### src/rtl/serial_tx_if.sv
// Producer-side bundle for serial_tx.
//   data_in : word to send (WIDTH bits)
//   valid   : producer has a word on data_in
//   ready   : transmitter can accept a word
//   txd     : serial line, idle level 1
//   busy    : frame in progress
//   done    : one-cycle pulse when a frame's stop bit completes
// master = producer/observer side, slave = transmitter side.
interface serial_tx_if #(
    parameter int unsigned WIDTH = 8
);
    logic [WIDTH-1:0] data_in;
    logic             valid;
    logic             ready;
    logic             txd;
    logic             busy;
    logic             done;

    modport master (output data_in, valid, input ready, txd, busy, done);
    modport slave  (input data_in, valid, output ready, txd, busy, done);
endinterface

### src/rtl/serial_tx.sv
// Framed serial transmitter: start bit, WIDTH data bits LSB-first, optional
// even parity bit, stop bit; each bit held CLKS_PER_BIT clocks on txd.
// Ports:
//   clk   : system clock, rising edge
//   reset : asynchronous, active-high
//   bus   : serial_tx_if slave (data_in/valid in; ready/txd/busy/done out)
// All outputs are flops whose next values are decoded from the next state.
module serial_tx #(
    parameter int unsigned WIDTH        = 8,
    parameter int unsigned CLKS_PER_BIT = 4,
    parameter int unsigned PARITY_EN    = 1
) (
    input  logic        clk,
    input  logic        reset,
    serial_tx_if.slave  bus
);
    localparam int unsigned CNT_W = (CLKS_PER_BIT > 1) ? $clog2(CLKS_PER_BIT) : 1;
    localparam int unsigned BIT_W = (WIDTH > 1) ? $clog2(WIDTH) : 1;

    typedef enum logic [2:0] {
        S_IDLE   = 3'd0,
        S_START  = 3'd1,
        S_DATA   = 3'd2,
        S_PARITY = 3'd3,
        S_STOP   = 3'd4
    } state_t;

    state_t             state_q, state_d;
    logic [CNT_W-1:0]   cnt_q, cnt_d;
    logic [BIT_W-1:0]   bit_q, bit_d;
    logic [WIDTH-1:0]   shift_q, shift_d;
    logic               par_q, par_d;
    logic               txd_q, txd_d;
    logic               busy_q, busy_d;
    logic               ready_q, ready_d;
    logic               done_q, done_d;
    logic               bit_end;

    assign bit_end = (cnt_q == CNT_W'(CLKS_PER_BIT - 1));

    // State, datapath and output registers.
    always_ff @(posedge clk or posedge reset) begin
        if (reset) begin
            state_q <= S_IDLE;
            cnt_q   <= '0;
            bit_q   <= '0;
            shift_q <= '0;
            par_q   <= 1'b0;
            txd_q   <= 1'b1;
            busy_q  <= 1'b0;
            ready_q <= 1'b1;
            done_q  <= 1'b0;
        end else begin
            state_q <= state_d;
            cnt_q   <= cnt_d;
            bit_q   <= bit_d;
            shift_q <= shift_d;
            par_q   <= par_d;
            txd_q   <= txd_d;
            busy_q  <= busy_d;
            ready_q <= ready_d;
            done_q  <= done_d;
        end
    end

    // Next-state and datapath update.
    always_comb begin
        state_d = state_q;
        cnt_d   = cnt_q;
        bit_d   = bit_q;
        shift_d = shift_q;
        par_d   = par_q;
        if (state_q != S_IDLE) begin
            cnt_d = bit_end ? '0 : cnt_q + CNT_W'(1);
        end
        unique case (state_q)
            S_IDLE: begin
                cnt_d = '0;
                bit_d = '0;
                // ready is high throughout IDLE, so valid alone completes the handshake
                if (bus.valid) begin
                    shift_d = bus.data_in;
                    par_d   = ^bus.data_in;
                    state_d = S_START;
                end
            end
            S_START: begin
                if (bit_end) state_d = S_DATA;
            end
            S_DATA: begin
                if (bit_end) begin
                    shift_d = shift_q >> 1;
                    if (bit_q == BIT_W'(WIDTH - 1)) begin
                        bit_d   = '0;
                        state_d = (PARITY_EN != 0) ? S_PARITY : S_STOP;
                    end else begin
                        bit_d = bit_q + BIT_W'(1);
                    end
                end
            end
            S_PARITY: begin
                if (bit_end) state_d = S_STOP;
            end
            S_STOP: begin
                if (bit_end) state_d = S_IDLE;
            end
            default: state_d = S_IDLE;
        endcase
    end

    // Output decode from the next state, registered above.
    always_comb begin
        txd_d   = 1'b1;
        busy_d  = 1'b1;
        ready_d = 1'b0;
        done_d  = (state_q == S_STOP) && (state_d == S_IDLE);
        unique case (state_d)
            S_IDLE: begin
                busy_d  = 1'b0;
                ready_d = 1'b1;
            end
            S_START:  txd_d = 1'b0;
            S_DATA:   txd_d = shift_d[0];
            S_PARITY: txd_d = par_d;
            S_STOP:   txd_d = 1'b1;
            default: begin
                busy_d  = 1'b0;
                ready_d = 1'b1;
            end
        endcase
    end

    assign bus.txd   = txd_q;
    assign bus.busy  = busy_q;
    assign bus.ready = ready_q;
    assign bus.done  = done_q;
endmodule

### src/flat_wrapper.sv
// flat-port wrapper written by rule: the top's interface ports become plain ports
module serial_tx_flat 
#(
    parameter int unsigned WIDTH        = 8,
    parameter int unsigned CLKS_PER_BIT = 4,
    parameter int unsigned PARITY_EN    = 1
)
  (clk, reset, bus_data_in, bus_valid, bus_ready, bus_txd, bus_busy, bus_done);
  serial_tx_if #(.WIDTH(WIDTH)) bus_i ();
  input  logic clk;
  input  logic reset;
  input wire logic [$bits(bus_i.data_in)-1:0] bus_data_in;
  input wire logic [$bits(bus_i.valid)-1:0] bus_valid;
  output wire logic [$bits(bus_i.ready)-1:0] bus_ready;
  output wire logic [$bits(bus_i.txd)-1:0] bus_txd;
  output wire logic [$bits(bus_i.busy)-1:0] bus_busy;
  output wire logic [$bits(bus_i.done)-1:0] bus_done;
  assign bus_i.data_in = bus_data_in;
  assign bus_i.valid = bus_valid;
  assign bus_ready = bus_i.ready;
  assign bus_txd = bus_i.txd;
  assign bus_busy = bus_i.busy;
  assign bus_done = bus_i.done;
  serial_tx #(.WIDTH(WIDTH), .CLKS_PER_BIT(CLKS_PER_BIT), .PARITY_EN(PARITY_EN)) u_core (.clk(clk), .reset(reset), .bus(bus_i));
endmodule
### config.mk
export PLATFORM = sky130hd
export DESIGN_NAME = serial_tx_flat
export DESIGN_NICKNAME = d
export VERILOG_FILES = /design/src/rtl/serial_tx_if.sv /design/src/rtl/serial_tx.sv /design/src/flat_wrapper.sv
export SDC_FILE = /design/constraint.sdc
export NUM_CORES = 1
export LEC_CHECK = 0
export ABC_CLOCK_PERIOD_IN_PS = 4000
export BUFFER_PORTS_ARGS = -buffer_cell sky130_fd_sc_hd__buf_2
export CAP_MARGIN = 20
export CELL_PAD_IN_SITES_DETAIL_PLACEMENT = 0
export CELL_PAD_IN_SITES_GLOBAL_PLACEMENT = 1
export CORE_UTILIZATION = 29
export CTS_CLUSTER_SIZE = 24
export DETAILED_ROUTE_END_ITERATION = 8
export GPL_TIMING_DRIVEN = 0
export PLACE_DENSITY_LB_ADDON = 0.1
export SKIP_LAST_GASP = 1
export SYNTH_ARGS = -nofsm -noshare
export SYNTH_HDL_FRONTEND = slang
export SYNTH_SLANG_ARGS = --single-unit
### constraint.sdc
create_clock -name clk -period 4 [get_ports clk]
set_input_delay 0.4 -clock clk [delete_from_list [all_inputs] [get_ports clk]]
set_output_delay 0.4 -clock clk [all_outputs]
set_load 0.01 [all_outputs]
==> Implementation_results.wiki, run 1 <==
{| class="wikitable"
! Metric !! Value
|-
| Effective utilization at floorplan || 30.43%
|-
| Total number of vias || 736
|-
| Area taken by flip-flops and latches || 528.0 sq um
|-
| Overall power || 763.5 uW
|-
| Die Span Y || 61.41 microns
|-
| Endpoint required time on the critical path || 4.20 ns
|-
| Setup slack, reg-to-reg || 2.13 ns
|-
| RD Place Congestion || 0.7026
|-
| CTS tree || built
|-
| Cells after DPL || 152
|-
| EDFF count, synth || 0
|-
| Layout Skew || 0.001030 ns
|-
| Worst-path maximum fanout || 10
|-
| Vias in the first global route || 691
|-
| Sequential cell area fraction in the yosys report || 51.59%
|-
| Final Hold Fails || 0
|-
| Fraction of final layout cells sized beyond drive strength 1 || 26.36%
|-
| Antenna-violating nets left || 0
|-
| Ratio of total power to cell area || 648.5 mW/mm^2
|-
| Cell area after placement || 0.001151 sq mm
|-
| PortBufs || 14
|-
| Crit path capture type || flop
|-
| Warnings, synthesis || 0
|-
| Via density || 4.718
|-
| Distinct cells, synth || 33
|-
| Share of the clock period used by the worst path || 46.81%
|-
| Post-Synthesis Cells || 92
|-
| Number of buffers on the longest clock path || 2
|-
| Number of pins with negative max-slew slack in the final report || 0
|-
| Dominant register cell in the synthesized netlist || sky130_fd_sc_hd__dfrtp_1
|-
| Global-route wire length before repair || 3360 microns
|-
| Die width || 61.41 microns
|-
| Area added between synthesis and finish || 15.04%
|-
| Hold Crit Class || in2async
|-
| Number of antenna violations at the first check in global routing || 0
|-
| Outcome || completed
|-
| Cell area after layout || 0.001177 sq mm
|-
| Area inside the core boundary || 0.003363 sq mm
|-
| Static power due to leakage || 0.5594 nW
|-
| Clock edge transition at the registers on the reported setup and hold paths || 0.12 ns
|-
| Number of inserted diodes || 0
|-
| Share of the synthesized area in the top cell type || 46.45%
|-
| Synth Cell Area || 0.001023 sq mm
|-
| Top cell type by total area after synthesis || sky130_fd_sc_hd__dfrtp_1
|-
| CP Launch Type || flop
|-
| Avg WL per Cell || 13.24 microns
|-
| Largest vdd supply drop || 0.2687 mV
|-
| Final-report setup violation count || 0
|-
| Post-route DRC || 0
|-
| Number of buffers added for setup after CTS || 0
|-
| Cell types occupying the most area after synthesis || sky130_fd_sc_hd__dfrtp_1, sky130_fd_sc_hd__xnor2_1, sky130_fd_sc_hd__dfstp_2, sky130_fd_sc_hd__nand2_1, sky130_fd_sc_hd__a22oi_1
|-
| Boundary Pins || 15
|-
| Iteration count of the initial detailed-routing pass || 4
|-
| Die area || 0.003771 sq mm
|-
| Clock Tree Root || sky130_fd_sc_hd__clkbuf_4
|-
| Slew margin rel. || 45.30%
|-
| Max Cap Violations || 0
|-
| Launch instance of the worst register-to-register path || u_core.cnt_q[0]
|-
| Post-Route WL || 2065 microns
|-
| Global-route usage over all layers || 12.95%
|-
| Worst skew pair latency || 0.30 ns
|-
| Detailed Place HPWL || 1478 microns
|-
| TritonCTS buffer count || 3
|-
| # clock sinks || 21
|-
| Filler cell count in the final layout || 375
|-
| Leftover overflow at the end of global routing || 0
|-
| CTS Hold Buffers Added || 0
|-
| Setup Total Neg Slack || 0 ns
|-
| Average cell area after synthesis || 11.12 sq um
|-
| Number of nets at the end of the flow || 125
|-
| Commonest cells post-synth || sky130_fd_sc_hd__dfrtp_1, sky130_fd_sc_hd__nand2_1, sky130_fd_sc_hd__xnor2_1
|-
| Core Rows || 21
|-
| Worst Setup Path Type || reg2reg
|-
| Final worst hold slack || 0.2324 ns
|-
| Count of cells resized by post-cts repair || 0
|-
| Setup crit start || u_core.cnt_q[0]
|-
| Yosys reg bits || 21
|-
| Async set-reset flop share out of synthesis || 100.0%
|-
| Largest net degree at the start of global routing || 22
|-
| Endpoint arrival time on the critical path || 2.07 ns
|-
| Unrepaired setup endpoints after global routing || false
|-
| Syn_nets || 106
|-
| Iter 0 DRT Violations || 10
|-
| Non-filler instance count after layout || 156
|-
| Slew @ Worst Pin || 0.8196 ns
|-
| # H-tree levels || 1
|-
| Time the worst path needs with I/O delays and setup || 1.872 ns
|-
| Multi-input logic area || 457.9 sq um
|-
| Leading cell type by number of instances after synthesis || sky130_fd_sc_hd__dfrtp_1
|-
| Fmax || 0.5341 GHz
|}
## per-stage QoR
| step | utilization, % | worst slack, ns |
|---|---|---|
| after CTS | 35.01 | 2.119 |
| after global placement | 34.23 | 2.138 |
| after global routing | 35.01 | 2.020 |
| final | 35.01 | 2.128 |
| after floorplan | - | 2.272 |
| after detailed placement | 34.23 | 2.133 |
## layout by cell type, fill, tap and decap left out, types with 2 or more instances in the layout
cell,count
sky130_fd_sc_hd__dfrtp_1,19
sky130_fd_sc_hd__buf_2,17
sky130_fd_sc_hd__nand2_1,13
sky130_fd_sc_hd__xnor2_1,7
sky130_fd_sc_hd__a22oi_1,6
sky130_fd_sc_hd__o21ai_0,5
sky130_fd_sc_hd__nor3_1,3
sky130_fd_sc_hd__nor2_1,3
sky130_fd_sc_hd__a22o_1,3
sky130_fd_sc_hd__ha_1,3
sky130_fd_sc_hd__clkbuf_4,3
sky130_fd_sc_hd__inv_1,2
sky130_fd_sc_hd__clkbuf_1,2
sky130_fd_sc_hd__a21oi_1,2
sky130_fd_sc_hd__o31a_1,2
sky130_fd_sc_hd__dfstp_2,2
## registers in the layout, indices dropped and copies added, names as in the netlist
signal / cells
u_core.bus.txd: 1
u_core.bus.done: 1
u_core.bus.ready: 1
u_core.state_q: 3
u_core.bus.busy: 1
u_core.cnt_q: 2
u_core.shift_q: 8
u_core.bit_q: 3
u_core.par_q: 1
## power by group
part / internal, mW / switching (mW)
Clock: 0.0389 / 0.0661
Combinational: 0.138 / 0.173
Sequential: 0.304 / 0.0432
Total: 0.481 / 0.283
## final cells by class
| class | count | area share [%] |
|---|---|---|
| buffer | 5 | 2.550 |
| timing repair buffer | 14 | 5.951 |
| sequential | 21 | 44.85 |
| multi-input combinational | 64 | 38.89 |
| inverter | 2 | 0.6376 |
| tap | 46 | 4.888 |
| clock buffer | 4 | 2.232 |
## worst max-delay path: stages (launching register included)
cell and delay, ns:
sky130_fd_sc_hd__dfrtp_1 0.40, sky130_fd_sc_hd__ha_1 0.20, sky130_fd_sc_hd__clkbuf_1 0.19, sky130_fd_sc_hd__and3_2 0.26
sky130_fd_sc_hd__o31a_1 0.33, sky130_fd_sc_hd__or3_1 0.38
## kinds of logic (layout without fill, tap and decap cells)
family	Yosys count	count (layout)	share of synthesized area (%)
AND/OR/NAND/NOR	31	31	18.83
AO/OA/AOI/OAI	22	22	15.28
flip-flops	21	21	51.59
XOR/XNOR	7	7	5.990
buffers and inverters	7	25	3.667
adder cells (fa/ha/maj)	3	3	3.668
multiplexers	1	1	0.9780
## layer usage
layer / GRT usage [%] / up-vias / routed length [microns]
met5: 0 / - / 0
li1: - / 367 / -
met1: 18.43 / 351 / 1092
met3: 3.571 / 4 / 75
met2: 18.32 / 14 / 866
met4: 5.714 / 0 / 30
## worst paths after layout
path | cells after the start | endpoint
setup / recovery | 5 | u_core.bus.busy
hold / removal | 2 | u_core.par_q
setup reg to reg | 5 | u_core.bus.busy
hold reg to reg | 1 | u_core.cnt_q[0]
max in group asynchronous | 2 | u_core.bit_q[1]
min in group clk | 3 | u_core.shift_q[6]
Note: power is estimated with default switching activity, not from simulation.
==> run 2: changes to the inputs <==
--- a/config.mk
+++ b/config.mk
@@ -5,7 +5,8 @@
 export SDC_FILE = /design/constraint.sdc
 export NUM_CORES = 1
 export LEC_CHECK = 0
-export ABC_CLOCK_PERIOD_IN_PS = 4000
+export ABC_AREA = 1
+export ABC_CLOCK_PERIOD_IN_PS = 1850
 export BUFFER_PORTS_ARGS = -buffer_cell sky130_fd_sc_hd__buf_2
 export CAP_MARGIN = 20
 export CELL_PAD_IN_SITES_DETAIL_PLACEMENT = 0
==> constraint.sdc (replaced) <==
create_clock -name clk -period 1.85 [get_ports clk]
set_input_delay 0.185 -clock clk [delete_from_list [all_inputs] [get_ports clk]]
set_output_delay 0.185 -clock clk [all_outputs]
set_load 0.01 [all_outputs]
==> Implementation_results.wiki, run 2 <==
{| class="wikitable"
! Metric !! Value
|-
| Outcome || completed
|-
| Die width || 66.09 microns
|-
| Detailed Place HPWL || 1804 microns
|-
| Number of buffers added for setup after CTS || 0
|-
| Post-route DRC || 0
|-
| Sequential cell area fraction in the yosys report || 44.33%
|-
| CTS Hold Buffers Added || 0
|-
| Antenna-violating nets left || 0
|-
| Top cell type by total area after synthesis || sky130_fd_sc_hd__dfrtp_1
|-
| Area added between synthesis and finish || 14.81%
|-
| PortBufs || 14
|-
| Commonest cells after routing, fill and taps aside || sky130_fd_sc_hd__nand2_1, sky130_fd_sc_hd__dfrtp_1, sky130_fd_sc_hd__inv_1
|-
| Largest vdd supply drop || 0.2438 mV
|-
| Ratio of total power to cell area || 823.7 mW/mm^2
|-
| Launch instance of the worst register-to-register path || u_core.cnt_q[0]
|-
| Global-route usage over all layers || 12.77%
|-
| Warnings, synthesis || 0
|-
| Area taken by flip-flops and latches || 528.0 sq um
|-
| Effective utilization at floorplan || 31.36%
|-
| Total number of vias || 968
|-
| Multi-input logic area || 570.5 sq um
|-
| Synth Cell Area || 0.001191 sq mm
|-
| Worst Setup Path Type || reg2reg
|-
| Crit path capture type || flop
|-
| Distinct cells, synth || 32
|-
| Yosys reg bits || 21
|-
| Clock Tree Root || sky130_fd_sc_hd__clkbuf_8
|-
| Number of inserted diodes || 0
|-
| Post-Synthesis Cells || 148
|-
| Largest net degree at the start of global routing || 22
|-
| Setup slack, reg-to-reg || 0.24 ns
|-
| Final Hold Fails || 0
|-
| Commonest non-fill, non-tap cell in the layout || sky130_fd_sc_hd__nand2_1
|-
| Count of cells resized by post-cts repair || 0
|-
| Number of pins with negative max-slew slack in the final report || 0
|-
| EDFF count, synth || 0
|-
| Global-route wire length before repair || 4091 microns
|-
| Cell types occupying the most area after synthesis || sky130_fd_sc_hd__dfrtp_1, sky130_fd_sc_hd__nand2_1, sky130_fd_sc_hd__inv_1, sky130_fd_sc_hd__dfstp_2, sky130_fd_sc_hd__a22oi_1
|-
| TritonCTS buffer count || 3
|-
| Area inside the core boundary || 0.003799 sq mm
|-
| Via density || 4.523
|-
| Die area || 0.004368 sq mm
|-
| RD Place Congestion || 0.7188
|-
| CP Launch Type || flop
|-
| Worst-path maximum fanout || 10
|-
| Vias in the first global route || 918
|-
| Detail Route met2 WL || 1150 microns
|-
| Iteration count of the initial detailed-routing pass || 4
|-
| Share of the clock period used by the worst path || 87.19%
|-
| Number of buffers on the longest clock path || 2
|-
| Static power due to leakage || 0.7529 nW
|-
| Worst skew pair latency || 0.26 ns
|-
| Post-Route WL || 2291 microns
|-
| Commonest cells post-synth || sky130_fd_sc_hd__nand2_1, sky130_fd_sc_hd__dfrtp_1, sky130_fd_sc_hd__inv_1
|-
| Unrepaired setup endpoints after global routing || false
|-
| Max reg flops || 8
|-
| Syn_nets || 162
|-
| Time the worst path needs with I/O delays and setup || 1.613 ns
|-
| Leftover overflow at the end of global routing || 0
|-
| Dominant register cell in the synthesized netlist || sky130_fd_sc_hd__dfrtp_1
|-
| Top flop regs || u_core.shift_q (8), u_core.bit_q (3), u_core.state_q (3)
|-
| Filler cell count in the final layout || 403
|-
| Max Cap Violations || 0
|-
| Boundary Pins || 15
|-
| CTS tree || built
|-
| # H-tree levels || 1
|-
| Slew @ Worst Pin || 0.7728 ns
|-
| Slew margin rel. || 48.42%
|-
| Worst reg-to-reg path cell count || 7
|-
| Async set-reset flop share out of synthesis || 100.0%
|-
| Die Span Y || 66.09 microns
|-
| Met3 layer wire length in the routed design || 43 microns
|-
| # clock sinks || 21
|-
| DR top layer || met4
|-
| Avg WL per Cell || 10.71 microns
|-
| Worst slack, placed || 0.2285 ns
|-
| Setup Total Neg Slack || 0 ns
|-
| Fraction of final layout cells sized beyond drive strength 1 || 22.29%
|-
| Hold Crit Class || in2async
|-
| Core Rows || 22
|-
| Share of the synthesized area in the top cell type || 39.92%
|-
| Number of antenna violations at the first check in global routing || 0
|-
| Number of nets at the end of the flow || 181
|-
| Endpoint required time on the critical path || 2.00 ns
|-
| Final-report setup violation count || 0
|-
| Wire length on met1 || 1032 microns
|-
| Endpoint arrival time on the critical path || 1.77 ns
|-
| Leading cell type by number of instances after synthesis || sky130_fd_sc_hd__nand2_1
|-
| Layout Skew || 0.004255 ns
|-
| Final WS setup || 0.2369 ns
|-
| Iter 0 DRT Violations || 25
|-
| Fmax || 0.6199 GHz
|-
| Reg2reg end || u_core.shift_q[4]
|-
| Average cell area after synthesis || 8.048 sq um
|-
| Clock edge transition at the registers on the reported setup and hold paths || 0.08 ns
|-
| Register name with the most flops || u_core.shift_q
|}
==> run 2: cell types whose count changed in the layout (fill, tap and decap cells not counted), sizes merged, moves of 4 or more <==
cell	previous run	this run
inv	2	23
nand3	0	7
nand2	13	55
nor2	4	12
xnor2	7	1
buf	18	14
==> run 2: worst max-delay path by stage <==
stage / from / end / slack [ns]
6_report: u_core.cnt_q[0] / u_core.shift_q[4] / 0.24
2_1_floorplan: u_core.cnt_q[0] / u_core.bus.busy / 0.46
3_3_place_gp: u_core.cnt_q[0] / u_core.shift_q[7] / 0.26
4_1_cts: u_core.cnt_q[0] / u_core.shift_q[4] / 0.21
3_5_place_dp: u_core.cnt_q[0] / u_core.shift_q[4] / 0.23
5_1_grt: u_core.cnt_q[0] / u_core.bus.txd / 0.14
==> run 2: layout make-up <==
| cell class | instances | area share, % |
|---|---|---|
| clock buffer | 3 | 3.019 |
| clock inverter | 1 | 0.3660 |
| inverter | 24 | 6.770 |
| multi-input combinational | 103 | 41.72 |
| sequential | 21 | 38.61 |
| tap | 48 | 4.392 |
| timing repair buffer | 14 | 5.124 |
==> run 2: worst max-delay path: stages (launching register included) <==
cell	delay (ns)
sky130_fd_sc_hd__dfrtp_1	0.36
sky130_fd_sc_hd__ha_1	0.32
sky130_fd_sc_hd__inv_2	0.10
sky130_fd_sc_hd__nor2_4	0.28
sky130_fd_sc_hd__nor2_2	0.10
sky130_fd_sc_hd__o21bai_4	0.21
sky130_fd_sc_hd__nand2_1	0.07
sky130_fd_sc_hd__nand2_1	0.05
==> run 2: power by group <==
part | internal, mW | switching [mW] | leakage [nW]
clock network | 0.150 | 0.148 | 0.0255
registers | 0.520 | 0.0275 | 0.264
logic | 0.108 | 0.172 | 0.463
total | 0.778 | 0.348 | 0.753
==> run 2: routing by layer <==
| metal | global-route usage [%] | up-vias |
|---|---|---|
| li1 | - | 505 |
| met1 | 14.83 | 445 |
| met2 | 22.07 | 13 |
| met3 | 1.552 | 5 |
| met4 | 7.979 | 0 |
| met5 | 0 | - |
==> run 2: logic make-up after synthesis <==
group,count (synthesis),share of synthesized area [%]
adders and majority gates,3,3.152
buffers and inverters,24,7.773
xor gates and xnor gates,1,0.7354
DFF,21,44.33
AOI/OAI and AO/OA,17,11.24
and+or+nand+nor,82,32.77
==> run 2: through the flow <==
step | cell area (sq um) | utilization, % | power, mW | hold WS (ns) | cells
after floorplan | 1191 | - | 0.7653 | 0.1600 | 148
after global placement | 1321 | 34.78 | 0.8370 | 0.3753 | 210
after detailed placement | 1321 | 34.78 | 0.8442 | 0.3793 | 210
after CTS | 1368 | 36.00 | 1.149 | 0.08945 | 214
after global routing | 1368 | 36.00 | 1.213 | 0.1324 | 214
final | 1368 | 36.00 | 1.126 | 0.05157 | 214
==> run 3: changes to the inputs <==
--- a/config.mk
+++ b/config.mk
@@ -6,12 +6,12 @@
 export NUM_CORES = 1
 export LEC_CHECK = 0
 export ABC_AREA = 1
-export ABC_CLOCK_PERIOD_IN_PS = 1850
+export ABC_CLOCK_PERIOD_IN_PS = 1500
 export BUFFER_PORTS_ARGS = -buffer_cell sky130_fd_sc_hd__buf_2
 export CAP_MARGIN = 20
 export CELL_PAD_IN_SITES_DETAIL_PLACEMENT = 0
 export CELL_PAD_IN_SITES_GLOBAL_PLACEMENT = 1
-export CORE_UTILIZATION = 29
+export CORE_UTILIZATION = 41
 export CTS_CLUSTER_SIZE = 24
 export DETAILED_ROUTE_END_ITERATION = 8
 export GPL_TIMING_DRIVEN = 0
==> constraint.sdc (replaced) <==
create_clock -name clk -period 1.5 [get_ports clk]
set_input_delay 0.15 -clock clk [delete_from_list [all_inputs] [get_ports clk]]
set_output_delay 0.15 -clock clk [all_outputs]
set_load 0.02 [all_outputs]
==> Implementation_results.wiki, run 3 (synthesis gave the netlist of run 2 again) <==
{| class="wikitable"
! Metric !! Value
|-
| Outcome || completed
|-
| Max Cap Violations || 0
|-
| Total number of vias || 1,003
|-
| Number of pins with negative max-slew slack in the final report || 0
|-
| Final Hold Fails || 0
|-
| Cell area after layout || 0.001425 sq mm
|-
| Number of antenna violations at the first check in global routing || 0
|-
| Cells after DPL || 193
|-
| Vias in the first global route || 956
|-
| Antenna-violating nets left || 0
|-
| Max reg flops || 8
|-
| Clock Tree Root || sky130_fd_sc_hd__clkbuf_4
|-
| Effective utilization at floorplan || 43.19%
|-
| Core Rows || 19
|-
| Non-filler instance count after layout || 206
|-
| Endpoint arrival time on the critical path || 1.62 ns
|-
| Number of nets at the end of the flow || 190
|-
| Worst Hold Depth || 3
|-
| # clock sinks || 21
|-
| Die area || 0.003125 sq mm
|-
| Fmax || 0.7057 GHz
|-
| Ratio of total power to cell area || 942.0 mW/mm^2
|-
| TritonCTS buffer count || 3
|-
| Detailed Place HPWL || 1722 microns
|-
| CP Launch Type || flop
|-
| Area added between synthesis and finish || 19.64%
|-
| Commonest non-fill, non-tap cell in the layout || sky130_fd_sc_hd__nand2_1
|-
| Iteration count of the initial detailed-routing pass || 4
|-
| Die width || 55.90 microns
|-
| Endpoint required time on the critical path || 1.71 ns
|-
| Capture endpoint of the worst hold path || u_core.shift_q[2]
|-
| Number of inserted diodes || 0
|-
| Leftover overflow at the end of global routing || 0
|-
| RD Place Congestion || 0.7178
|-
| Filler cell count in the final layout || 284
|-
| Post-Route WL || 2312 microns
|-
| Cell area after placement || 0.001300 sq mm
|-
| Clock edge transition at the registers on the reported setup and hold paths || 0.12 ns
|-
| Area inside the core boundary || 0.002758 sq mm
|-
| Worst reg-to-reg path cell count || 7
|-
| Worst skew pair latency || 0.29 ns
|-
| Number of buffers on the longest clock path || 2
|-
| Final-report setup violation count || 0
|-
| # H-tree levels || 1
|-
| Largest vdd supply drop || 0.5922 mV
|-
| Post-route DRC || 0
|-
| Avg WL per Cell || 11.22 microns
|-
| Worst-path maximum fanout || 4
|-
| Final WS setup || 0.08292 ns
|-
| Global-route wire length before repair || 4126 microns
|-
| Launch instance of the worst register-to-register path || u_core.bit_q[0]
|-
| Global-route usage over all layers || 16.58%
|-
| Worst slack, placed || -0.1015 ns
|-
| Iter 0 DRT Violations || 13
|-
| CTS tree || built
|-
| Share of the clock period used by the worst path || 94.47%
|-
| Setup Total Neg Slack || 0 ns
|-
| Slew @ Worst Pin || 0.7676 ns
|-
| Layout Skew || 0.001661 ns
|-
| Fraction of final layout cells sized beyond drive strength 1 || 29.14%
|-
| Hold Crit Class || in2reg
|-
| Die Span Y || 55.90 microns
|-
| PortBufs || 14
|-
| Largest net degree at the start of global routing || 22
|-
| Top flop regs || u_core.shift_q (8), u_core.bit_q (3), u_core.state_q (3)
|-
| Via density || 4.869
|-
| Crit path capture type || flop
|-
| Reg2reg end || u_core.bus.busy
|-
| Boundary Pins || 15
|-
| Setup slack, reg-to-reg || 0.08 ns
|-
| Worst Setup Path Type || reg2reg
|-
| Time the worst path needs with I/O delays and setup || 1.417 ns
|-
| Slew margin rel. || 48.77%
|-
| Static power due to leakage || 0.7788 nW
|-
| Hold wc startpoint || bus_data_in[2]
|-
| Register name with the most flops || u_core.shift_q
|-
| Commonest cells after routing, fill and taps aside || sky130_fd_sc_hd__nand2_1, sky130_fd_sc_hd__dfrtp_1, sky130_fd_sc_hd__inv_1
|}
==> run 3: timing repair <==
action,in CTS,in global routing
endpoints found under the setup margin,11,11
setup buffers,2,6
gates resized for setup,1,7
hold endpoints to repair,19,0
pin swaps,1,1
hold buffers,1,0
==> run 3: how the worst max path moves through the flow <==
stage,from,slack (ns),to
global placement,u_core.cnt_q[0],-0.06,u_core.shift_q[7]
global route,u_core.state_q[1],-0.01,u_core.shift_q[2]
detailed placement,u_core.cnt_q[0],-0.10,u_core.shift_q[7]
floorplan,u_core.cnt_q[0],0.11,u_core.bus.busy
CTS,u_core.bit_q[0],0.02,u_core.bus.busy
finish,u_core.bit_q[0],0.08,u_core.bus.busy
==> run 3: metal layers <==
layer  wire [microns]  up-vias  track usage [%]
li1                 -      524                -
met1             1010      464            19.94
met2             1234       13            30.98
met4               20        0            5.226
met3               47        2            1.628
met5                0        -                0
==> run 3: worst max-delay path: stages, from the launching register on <==
cell                      delay, ns
sky130_fd_sc_hd__dfrtp_1       0.42
sky130_fd_sc_hd__ha_2          0.20
sky130_fd_sc_hd__ha_2          0.18
sky130_fd_sc_hd__nand2_2       0.09
sky130_fd_sc_hd__nand3_4       0.07
sky130_fd_sc_hd__or2_4         0.25
sky130_fd_sc_hd__nor2_4        0.09
sky130_fd_sc_hd__inv_2         0.03
==> run 3: cell type report <==
cell class	instances	area, sq um	share of cell area, %
clock buffer	3	22.52	1.580
clock inverter	1	5.005	0.3512
inverter	24	95.09	6.673
multi-input combinational	103	594.3	41.70
sequential	21	529.3	37.14
tap	31	38.79	2.722
timing repair buffer	23	140.1	9.833
==> run 3: power by group <==
group          switching [mW]  total [mW]  internal [mW]
clock network           0.168       0.267         0.0991
registers              0.0382       0.680          0.642
logic                   0.233       0.395          0.162
==> run 3: stage by stage <==
step / utilization, % / power, mW / hold slack (ns)
final: 51.68 / 1.343 / 0.1048
after CTS: 49.14 / 1.327 / 0.1004
after global routing: 51.68 / 1.445 / 0.1193
after global placement: 47.14 / 1.037 / 0.3258
after detailed placement: 47.14 / 1.048 / 0.3311
after floorplan: - / 0.9555 / 0.1250
